File: config.mk
export PLATFORM = sky130hd
export DESIGN_NAME = sym_fir_stream
export DESIGN_NICKNAME = d
export VERILOG_FILES = /design/src/rtl/sym_fir_stream.sv
export SDC_FILE = /design/constraint.sdc
export NUM_CORES = 2
export LEC_CHECK = 0
export CAP_MARGIN = 15
export CORE_UTILIZATION = 64
export DETAILED_ROUTE_END_ITERATION = 10
export PLACE_DENSITY_LB_ADDON = 0.1
export SLEW_MARGIN = 5
export SYNTH_ARGS = -nofsm -noshare
export SYNTH_HDL_FRONTEND = slang
export SYNTH_SLANG_ARGS = --single-unit
File: constraint.sdc
create_clock -name clk -period 70.5 [get_ports clk]
set_clock_uncertainty 0.05 [all_clocks]
set_input_delay 14.1 -clock clk [delete_from_list [all_inputs] [get_ports clk]]
set_output_delay 14.1 -clock clk [all_outputs]
set_load 0.02 [all_outputs]
File: src/rtl/sym_fir_stream.sv
// Symmetric odd-length FIR with valid/ready sample streams and runtime-loadable coefficients.
// One pre-add and one multiply per cycle over the NH unique coefficients, then round/saturate.
module sym_fir_stream #(
  parameter int TAPS  = 73,
  parameter int DW    = 12,
  parameter int CW    = 16,
  parameter int OW    = 16,
  parameter int SHIFT = 11,
  localparam int NH   = (TAPS + 1) / 2,
  localparam int AW   = $clog2(NH)
) (
  input  logic          clk,
  input  logic          reset,
  input  logic          in_valid,
  output logic          in_ready,
  input  logic [DW-1:0] in_data,
  output logic          out_valid,
  input  logic          out_ready,
  output logic [OW-1:0] out_data,
  output logic          out_sat,
  input  logic          coef_we,
  input  logic [AW-1:0] coef_addr,
  input  logic [CW-1:0] coef_data,
  output logic          coef_ready,
  input  logic          flush
);

  localparam int TW   = $clog2(TAPS);
  localparam int PW   = DW + 1;
  localparam int MW   = DW + CW + 1;
  localparam int ACCW = MW + AW;

  localparam logic [AW-1:0]        IDX_LAST = AW'(NH - 1);
  localparam logic [TW-1:0]        TOP      = TW'(TAPS - 1);
  localparam logic [AW:0]          NH_W     = (AW + 1)'(NH);
  localparam logic signed [ACCW:0] RND      = (SHIFT > 0)
    ? ({{ACCW{1'b0}}, 1'b1} << (SHIFT > 0 ? SHIFT - 1 : 0)) : '0;
  localparam logic signed [ACCW:0] OMAX     = {{(ACCW + 2 - OW){1'b0}}, {(OW - 1){1'b1}}};
  localparam logic signed [ACCW:0] OMIN     = ~OMAX;

  typedef enum logic [1:0] {IDLE, MAC, ROUND, OUT} state_t;

  state_t                 state;
  logic signed [DW-1:0]   x [TAPS];
  logic signed [CW-1:0]   h [NH];
  logic signed [ACCW-1:0] acc;
  logic [AW-1:0]          idx;

  logic                   idx_last;
  logic [TW-1:0]          lo_i;
  logic [TW-1:0]          hi_i;
  logic signed [PW-1:0]   pre;
  logic signed [MW-1:0]   prod;
  logic signed [ACCW:0]   acc_ext;
  logic signed [ACCW:0]   rnd_sum;
  logic signed [ACCW:0]   r;
  logic [OW-1:0]          sat_data;
  logic                   sat_flag;

  assign in_ready   = (state == IDLE);
  assign coef_ready = (state == IDLE);
  assign out_valid  = (state == OUT);

  // The centre tap has no mirror partner; hi_i lands on it too, so its term is masked.
  always_comb begin
    idx_last = (idx == IDX_LAST);
    lo_i     = TW'(idx);
    hi_i     = TOP - TW'(idx);
    pre      = PW'(x[lo_i]) + (idx_last ? {PW{1'b0}} : PW'(x[hi_i]));
    prod     = MW'(pre) * MW'(h[idx]);
  end

  always_comb begin
    acc_ext  = (ACCW + 1)'(acc);
    rnd_sum  = acc_ext + RND;
    r        = rnd_sum >>> SHIFT;
    sat_data = r[OW-1:0];
    sat_flag = 1'b0;
    if (r > OMAX) begin
      sat_data = OMAX[OW-1:0];
      sat_flag = 1'b1;
    end else if (r < OMIN) begin
      sat_data = OMIN[OW-1:0];
      sat_flag = 1'b1;
    end
  end

  always_ff @(posedge clk or posedge reset) begin
    if (reset) begin
      state    <= IDLE;
      acc      <= '0;
      idx      <= '0;
      out_data <= '0;
      out_sat  <= 1'b0;
      for (int unsigned k = 0; k < TAPS; k++) x[k] <= '0;
      for (int unsigned k = 0; k < NH; k++) h[k] <= '0;
    end else begin
      case (state)
        IDLE: begin
          if (flush) begin
            for (int unsigned k = 0; k < TAPS; k++) x[k] <= '0;
          end else if (in_valid) begin
            for (int unsigned k = 1; k < TAPS; k++) x[k] <= x[k-1];
            x[0]  <= in_data;
            acc   <= '0;
            idx   <= '0;
            state <= MAC;
          end
          if (coef_we && ({1'b0, coef_addr} < NH_W)) h[coef_addr] <= coef_data;
        end
        MAC: begin
          acc <= acc + ACCW'(prod);
          idx <= idx + 1'b1;
          if (idx_last) state <= ROUND;
        end
        ROUND: begin
          out_data <= sat_data;
          out_sat  <= sat_flag;
          state    <= OUT;
        end
        OUT: begin
          if (out_ready) state <= IDLE;
        end
        default: state <= IDLE;
      endcase
    end
  end

endmodule

==> flow_summary.json <==
{
  "syn_area_mm2": 0.0836,
  "ys_ff_latch": 1528,
  "nets": 6149,
  "num-fill-cells": 8614,
  "status": "finished clean",
  "synthesis.nets": 6316,
  "rsz0062_at_grt": "false",
  "fin_crit_ns": 18.25,
  "grt_pass1_wl_mm": 313,
  "synth_edf_count": 0,
  "hold_path_class": "register to register",
  "leakagePower_nw": 42.8,
  "start_kind": "primary input",
  "reg2regPathDepth": 36,
  "final-setup-viol-count": 0,
  "ant_nets": 0,
  "vdd_ir_drop_max_mv": 0.0220,
  "wl_mm": 194,
  "viasPerCell": 6.87,
  "critPathMaxFanout": 115,
  "htreeDepth": 4,
  "start_util": 0.645,
  "drt-initial-drc-count": 4942,
  "post-route-period-util": 0.259,
  "synthFlopType": "dfrtp_1",
  "yosysSeqAreaShare": 0.457,
  "r2r_start": "idx[1]",
  "grt_max_degree": 241,
  "fp.dieH_um": 363,
  "worstHoldEndpoint": "out_data[12]",
  "dpl.hpwl_mm": 117,
  "clock_latency_ns": 0.81,
  "r2r_slack_ns": 57.05,
  "clock.fmax_mhz": 54.8,
  "hold_ws_ns": 0.430,
  "yosys-top-cells-area": "dfrtp_1 46%, mux4_2 18%, a22o_1 9.4%, mux2_2 8.0%, fa_1 6.3%",
  "hold_start": "out_data[12]",
  "worstPathArrival_ns": 18.94,
  "hold_viol": 0,
  "synth_warnings": 0,
  "relSlewSlack": 0.219,
  "slew_violations": 0,
  "cp.required_ns": 71.19,
  "rr_endpoint": "acc[33]",
  "wl_per_cell_um": 25.6,
  "gp_congestion": 0.843,
  "grt_use_total": 0.305,
  "ff_latch_area_mm2": 0.0383,
  "drive_above_1_share": 0.293,
  "cts_sinks": 1528,
  "route.detailed.drc": 0,
  "antenna_found_initial": 1,
  "fin_util": 0.703,
  "cts.reportedPaths.clkPinSlew_ns": 0.06,
  "drt-pass1-iter-count": 6,
  "endpoint_kind": "register",
  "worst-setup-path-type": "primary input to register",
  "syn_inst": 5898,
  "first_global_vias": 53200,
  "die_x_um": 363,
  "multi_input_area_mm2": 0.0420,
  "io-pin-count": 60,
  "cts-root-buf": "clkbuf_16",
  "yosys.area.top_type": "dfrtp_1",
  "yosysUniqueCellTypes": 72,
  "cap_viol_max_count": 0,
  "gr-total-overflow": 0,
  "p_per_area_mw_per_mm2": 19.6,
  "cts_buffers": 162,
  "synthArstFlopShare": 1.00,
  "cts_tree": "yes",
  "min_delay_path_depth": 1,
  "cts-hold-fix-buffers": 0,
  "area_growth_pct": 9.01,
  "fin_tns_setup_ns": 0,
  "postCtsSetupBuffers": 0,
  "placementRows": 132,
  "tightestPinTransition_ns": 1.17,
  "yosysTopAreaCellShare": 0.457,
  "cts_resized": 0,
  "die_area_mm2": 0.132,
  "clock_path_buffers": 3,
  "num_antenna_cells": 0,
  "vias": 52300,
  "postSynthAreaPerCell_um2": 14.2,
  "io_buffers": 59,
  "core_mm2": 0.130
}
cells in the mapped netlist (all sizes together) (30+ instances only):
| library cell | instances |
|---|---|
| mux2 | 595 |
| dfrtp | 1528 |
| and2 | 60 |
| a22o | 895 |
| ha | 115 |
| xnor2 | 32 |
| buf | 155 |
| inv | 336 |
| o21ai | 91 |
| clkbuf | 375 |
| a21oi | 51 |
| xor2 | 30 |
| nand2 | 276 |
| nor2 | 96 |
| nor2b | 37 |
| mux4 | 674 |
| fa | 263 |
per-layer routing:
| layer | vias up | GRT usage | wire length, um |
|---|---|---|---|
| met1 | 28300 | 0.466 | 85600 |
| met5 | - | 0 | 10 |
| met4 | 2 | 0.0878 | 4700 |
| met2 | 1709 | 0.456 | 91100 |
| met3 | 295 | 0.0548 | 13000 |
| li1 | 22000 | - | - |
worst max-delay path: stages:
cell	delay [ns]
clkdlybuf4s50_1	0.55
inv_1	0.09
nor3b_2	0.40
buf_4	0.73
buf_4	0.77
buf_4	0.98
buf_4	0.83
a22o_1	0.25
state kept, by name (all words and copies together), names as in the netlist:
| signal | cells |
|---|---|
| x | 876 |
| out_sat | 1 |
| h | 592 |
| idx | 6 |
| state | 2 |
| out_data | 16 |
| acc | 35 |
power breakdown:
part / switching (mW) / internal (mW) / total [mW] / leakage (nW)
combinational: 0.0230 / 0.00386 / 0.0269 / 18.8
sequential: 0 / 0.877 / 0.877 / 21.3
clock: 0.365 / 0.515 / 0.880 / 2.72
total: 0.388 / 1.40 / 1.78 / 42.8
area by class of cell:
class	instances	share of cell area
timing repair buffer	199	0.0202
sequential	1528	0.420
clock inverter	56	0.00947
inverter	337	0.0140
multi-input combinational	3503	0.461
clock buffer	238	0.0517
tap	1742	0.0239
worst max-delay path by stage:
stage / from / endpoint / slack, ns / depth (start not counted)
floorplan: reset / acc[0] / 13.24 / 1
global placement: reset / h[411] / 51.41 / 6
detailed placement: reset / h[311] / 51.30 / 6
CTS: reset / h[215] / 52.17 / 6
global route: reset / h[408] / 51.60 / 6
finish: in_valid / x[611] / 52.25 / 8
per-stage QoR:
stage	instances	instance area (um^2)	total power, mW	setup slack [ns]
6_report	7603	91200	1.78	52.25
5_1_grt	7603	91200	1.84	51.60
4_1_cts	7594	91100	1.80	52.17
3_5_place_dp	7300	85500	0.921	51.30
3_3_place_gp	7300	85500	0.921	51.41
2_1_floorplan	5898	83600	0.913	13.24
logic make-up (layout without fill, tap and decap cells):
kind of cell | after synthesis | after routing | synth area share
AOI/OAI and AO/OA | 1190 | 1190 | 0.117
xor gates and xnor gates | 62 | 62 | 0.00649
adders and majority gates | 378 | 378 | 0.0802
buffers and inverters | 867 | 830 | 0.0421
DFF | 1528 | 1528 | 0.457
muxes | 1294 | 1294 | 0.265
and+or+nand+nor | 579 | 579 | 0.0324
cells in the final DEF (no fill, tap or decap), drive strengths merged, types with 96 or more instances in the layout:
cell type / count
dfrtp: 1528
mux4: 674
ha: 115
nor2: 96
nand2: 276
a22o: 895
mux2: 595
fa: 263
inv: 342
clkbuf: 239
buf: 139
(Power assumes the default switching activity.)
